File: config.mk
export PLATFORM = sky130hd
export DESIGN_NAME = green_stream_stats
export DESIGN_NICKNAME = d
export VERILOG_FILES = /design/src/rtl/green_stream_stats.sv
export SDC_FILE = /design/constraint.sdc
export NUM_CORES = 1
export LEC_CHECK = 0
export CORE_UTILIZATION = 30
export DETAILED_ROUTE_END_ITERATION = 16
export DONT_BUFFER_PORTS = 1
export GPL_TIMING_DRIVEN = 1
export PLACE_DENSITY = 0.42
export SLEW_MARGIN = 30
export SYNTH_ARGS = -nofsm -noshare
export SYNTH_HDL_FRONTEND = slang
export SYNTH_SLANG_ARGS = --single-unit
File: constraint.sdc
create_clock -name i_clk -period 5.57 [get_ports i_clk]
set_input_delay 1.114 -clock i_clk [delete_from_list [all_inputs] [get_ports i_clk]]
set_output_delay 1.114 -clock i_clk [all_outputs]
set_load 0.02 [all_outputs]
File: src/rtl/green_stream_stats.sv
// Streaming green-pixel classifier: per-frame thresholds, total/left-region
// green counts and leftmost green column, held until the next frame starts.
module green_stream_stats #(
   parameter int WIDTH  = 64,
   parameter int LENGTH = 48,
   parameter int LEFT   = 16,
   parameter int CNT_W  = $clog2(WIDTH*LENGTH+1),
   parameter int COL_W  = $clog2(WIDTH+1)
) (
   input  logic             i_clk,
   input  logic             i_rst,
   input  logic             i_start,
   input  logic [23:0]      i_lo_thr,
   input  logic [23:0]      i_hi_thr,
   input  logic             i_pix_valid,
   output logic             o_pix_ready,
   input  logic [23:0]      i_pix_data,
   output logic             o_busy,
   output logic             o_done,
   output logic             o_result_valid,
   output logic [CNT_W-1:0] o_result_sum,
   output logic [CNT_W-1:0] o_result_sum_left,
   output logic             o_result_found,
   output logic [COL_W-1:0] o_result_leftmost
);

   localparam int ROW_W = (LENGTH > 1) ? $clog2(LENGTH) : 1;
   localparam logic [COL_W-1:0] LAST_COL = COL_W'(WIDTH - 1);
   localparam logic [ROW_W-1:0] LAST_ROW = ROW_W'(LENGTH - 1);

   typedef enum logic [1:0] {IDLE, RUN, DONE} state_t;

   state_t           r_state;
   state_t           w_state_nxt;
   logic [23:0]      r_lo;
   logic [23:0]      r_hi;
   logic [COL_W-1:0] r_col;
   logic [ROW_W-1:0] r_row;
   logic [CNT_W-1:0] r_sum;
   logic [CNT_W-1:0] r_sum_left;
   logic             r_found;
   logic [COL_W-1:0] r_lm;
   logic             r_res_valid;
   logic [CNT_W-1:0] r_res_sum;
   logic [CNT_W-1:0] r_res_sum_left;
   logic             r_res_found;
   logic [COL_W-1:0] r_res_lm;

   logic             w_accept;
   logic             w_last;
   logic             w_green;
   logic             w_hit;
   logic             w_in_left;
   logic             w_upd_lm;
   logic [CNT_W-1:0] w_sum_nxt;
   logic [CNT_W-1:0] w_sum_left_nxt;
   logic             w_found_nxt;
   logic [COL_W-1:0] w_lm_nxt;

   // lo > hi on a channel leaves no value in range, so nothing is green
   always_comb begin
      w_green = 1'b1;
      for (int c = 0; c < 3; c++) begin
         if (i_pix_data[c*8 +: 8] < r_lo[c*8 +: 8] ||
             i_pix_data[c*8 +: 8] > r_hi[c*8 +: 8])
            w_green = 1'b0;
      end
   end

   generate
      if (LEFT == 0) begin : g_left_none
         assign w_in_left = 1'b0;
      end else if (LEFT >= WIDTH) begin : g_left_all
         assign w_in_left = 1'b1;
      end else begin : g_left_cmp
         assign w_in_left = (r_col < COL_W'(LEFT));
      end
   endgenerate

   assign w_accept       = (r_state == RUN) && i_pix_valid;
   assign w_last         = w_accept && (r_col == LAST_COL) && (r_row == LAST_ROW);
   assign w_hit          = w_accept && w_green;
   assign w_upd_lm       = w_hit && (!r_found || (r_col < r_lm));
   assign w_sum_nxt      = r_sum + CNT_W'(w_hit);
   assign w_sum_left_nxt = r_sum_left + CNT_W'(w_hit && w_in_left);
   assign w_found_nxt    = r_found | w_hit;
   assign w_lm_nxt       = w_upd_lm ? r_col : r_lm;

   always_ff @(posedge i_clk or posedge i_rst) begin
      if (i_rst) r_state <= IDLE;
      else       r_state <= w_state_nxt;
   end

   always_comb begin
      w_state_nxt = r_state;
      unique case (r_state)
         IDLE:    if (i_start) w_state_nxt = RUN;
         RUN:     if (w_last)  w_state_nxt = DONE;
         DONE:    w_state_nxt = IDLE;
         default: w_state_nxt = IDLE;
      endcase
   end

   always_ff @(posedge i_clk or posedge i_rst) begin
      if (i_rst) begin
         r_lo           <= '0;
         r_hi           <= '0;
         r_col          <= '0;
         r_row          <= '0;
         r_sum          <= '0;
         r_sum_left     <= '0;
         r_found        <= 1'b0;
         r_lm           <= '0;
         r_res_valid    <= 1'b0;
         r_res_sum      <= '0;
         r_res_sum_left <= '0;
         r_res_found    <= 1'b0;
         r_res_lm       <= '0;
      end else if ((r_state == IDLE) && i_start) begin
         r_lo        <= i_lo_thr;
         r_hi        <= i_hi_thr;
         r_col       <= '0;
         r_row       <= '0;
         r_sum       <= '0;
         r_sum_left  <= '0;
         r_found     <= 1'b0;
         r_lm        <= '0;
         r_res_valid <= 1'b0;
      end else if (w_accept) begin
         r_sum      <= w_sum_nxt;
         r_sum_left <= w_sum_left_nxt;
         r_found    <= w_found_nxt;
         r_lm       <= w_lm_nxt;
         if (r_col == LAST_COL) begin
            r_col <= '0;
            r_row <= r_row + 1'b1;
         end else begin
            r_col <= r_col + 1'b1;
         end
         // publish including the final pixel's contribution
         if (w_last) begin
            r_res_valid    <= 1'b1;
            r_res_sum      <= w_sum_nxt;
            r_res_sum_left <= w_sum_left_nxt;
            r_res_found    <= w_found_nxt;
            r_res_lm       <= w_lm_nxt;
         end
      end
   end

   assign o_pix_ready       = (r_state == RUN);
   assign o_busy            = (r_state != IDLE);
   assign o_done            = (r_state == DONE);
   assign o_result_valid    = r_res_valid;
   assign o_result_sum      = r_res_sum;
   assign o_result_sum_left = r_res_sum_left;
   assign o_result_found    = r_res_found;
   assign o_result_leftmost = r_res_lm;

endmodule

==> run metrics <==
setup TNS 0 ps; gr usage total 0.150; largest net degree at the start of global routing 103; Inserted Diodes 0; fraction of layout cells with a size suffix above 1 0.0628; wire length per cell 15.9 um; CTS buffer count 17; first-pass iteration count of the detailed router 4; Comb power frac 0.207; hold path depth 2; drc violations 0; die area 22800 sq um; Post-Syn Area 6670 sq um; worst-case reg-to-reg path depth 18; FMAX 0.236 GHz; hpwl dp 11.2 mm; first-pass GRT wire length 26.3 mm; Initial Util 0.305; Core ar. 21800 sq um; max_slew headroom 0.336; critical path capture point type flop; Die W 151 um; predominant post-synthesis flop cell dfrtp_1; Yosys cell types 53; placed cell area 6950 sq um; antenna violations before repair 0; min Tclk post-route 4240 ps; Worst-Skew Late Latency 410 ps; # rows 54; asr flop ratio synth 1.00; cell area power density 384 nW/um^2; Max IR drop VDD 0.000180 V; routed via count 4883; Fillers 2233; Sw Ratio 0.291; clock-pin slew on the worst setup and hold paths 60 ps; Seq pwr share 0.405; CTS Sinks 128; Crit Path Max Fanout 4; TritonCTS clock tree yes; final setup skew 13.7 ps; top post-synthesis cells by area dfrtp_1 48%, ha_1 11%, nand2_1 7.3%, o21ai_0 5.7%, inv_1 3.5%; HP Class reg -> reg; WP data arrival 4520 ps; H-tree lvl count 4; WS Path Type in -> reg; outcome finished clean; CP Launch Type input port; Sw Pwr 0.000843 W; Mean Syn Cell Area 9.21 sq um; period utilisation layout 0.761; max cap viols 0; sequential cell area fraction in the yosys report 0.480; Synth area leader dfrtp_1; routed vias/inst 4.82; Slew Viols, Final 0; post-route antenna net violation count 0; area delta synth->final 13.1%; GPL Wtd Cong 0.834; RSZ-0062 raised after global routing no; Worst-Margin Slew 983 ps; synth warn 0; top cells by count, synth 130 x nand2_1, 128 x dfrtp_1, 76 x o21ai_0; count leader, synth nand2_1; syn_nets 857; Final Core Density 0.346; vias in the first global route 5047; port bufs 0; Mapped Cells 724; Finished Cell Area 7540 sq um; Top Ports 112; total congestion overflow 0; Die H 151 um; final wirelength 16.1 mm; post_cts resized 0; clk buf depth 2; post-CTS setup buffers 0; Clock Power Share 0.388; CTS Root Buffer Type clkbuf_16; Layout Nets 853; post-synthesis register bit count 128; hold_buf cts 0; DRT iter0 DRCs 241; setup violators final 0; WHS 477 ps; Hold Fails Final Rpt 0; Pleak 3.43 nW; Post-synth EDFFs 0; Int Power 0.00205 W; CP required 5850 ps; Yosys top cell area share 0.480
power by group through the flow:
| stage | registers [W] | logic [W] | clock network, W |
|---|---|---|---|
| 2_1_floorplan | 0.00116 | 0.000470 | 0 |
| 3_3_place_gp | 0.00119 | 0.000593 | 0 |
| 3_5_place_dp | 0.00119 | 0.000612 | 0 |
| 4_1_cts | 0.00117 | 0.000615 | 0.00116 |
| 5_1_grt | 0.00119 | 0.000712 | 0.00120 |
| 6_report | 0.00117 | 0.000599 | 0.00112 |
flip-flops by register name, indices dropped and copies added, names as in the netlist, 2 cells and up:
signal,flops
o_result_leftmost,7
o_result_sum,12
o_result_sum_left,12
r_col,7
r_hi,24
r_lm,7
r_lo,24
r_row,6
r_state,2
r_sum,12
r_sum_left,12
per-layer routing:
metal	wire length, um	track usage	vias to the layer above
li1	-	-	2447
met1	7510	0.194	2326
met2	7290	0.235	92
met3	992	0.0515	18
met4	277	0.0465	0
met5	0	0	-
stage by stage:
stage | power (W) | worst slack (ps) | std cells
finish | 0.00289 | 1330 | 1013
global route | 0.00310 | 994 | 1013
CTS | 0.00294 | 1320 | 1013
detailed placement | 0.00180 | 871 | 981
global placement | 0.00178 | 971 | 980
floorplan | 0.00163 | 1040 | 724
final cells by class:
cell class	instances	area, sq um	area share
inverters	63	239	0.0317
well taps	280	350	0.0465
repair buffers	6	45.0	0.00597
clock buffers	22	454	0.0602
clock inverters	10	136	0.0181
flip-flops and latches	128	3200	0.425
multi-input cells	504	3110	0.413
worst max-delay path, stage by stage:
cell	delay, ps
ha_1	280
nor2b_1	130
o211ai_1	170
a211oi_1	100
or4b_4	580
nor2_1	100
nand2_1	130
nor4_1	220
ha_1	260
ha_1	240
and3_1	210
and3_1	250
and3_1	250
and3_1	230
o21ai_0	90
nand2_1	90
o21ai_0	80
logic make-up after synthesis:
kind of cell               synth area share
adders and majority gates             0.107
AOI/OAI and AO/OA                     0.143
muxes                               0.00150
DFF                                   0.480
buffers and inverters                0.0546
xor gates and xnor gates             0.0381
and+or+nand+nor                       0.176
worst paths after layout:
path,to,slack [ps],from
setup / recovery,r_sum_left[10],1330,i_pix_data[1]
hold / removal,r_lo[16],480,r_lo[16]
setup reg to reg,r_sum_left[10],1660,r_hi[1]
hold reg to reg,r_lo[16],480,r_lo[16]
max in group asynchronous,o_result_sum[1],3910,i_rst
min in group asynchronous,r_hi[18],590,i_rst
cells in the final DEF, fill, tap and decap left out, types with 9 or more instances in the layout:
cell type / n
nand4_1: 12
clkbuf_16: 17
o21ai_0: 76
nand3_1: 9
ha_1: 57
nor2_1: 49
dfrtp_1: 128
a21oi_1: 41
and3_1: 13
nand2_1: 130
nor3_1: 14
inv_1: 62
xnor2_1: 22
(Power assumes the default switching activity.)
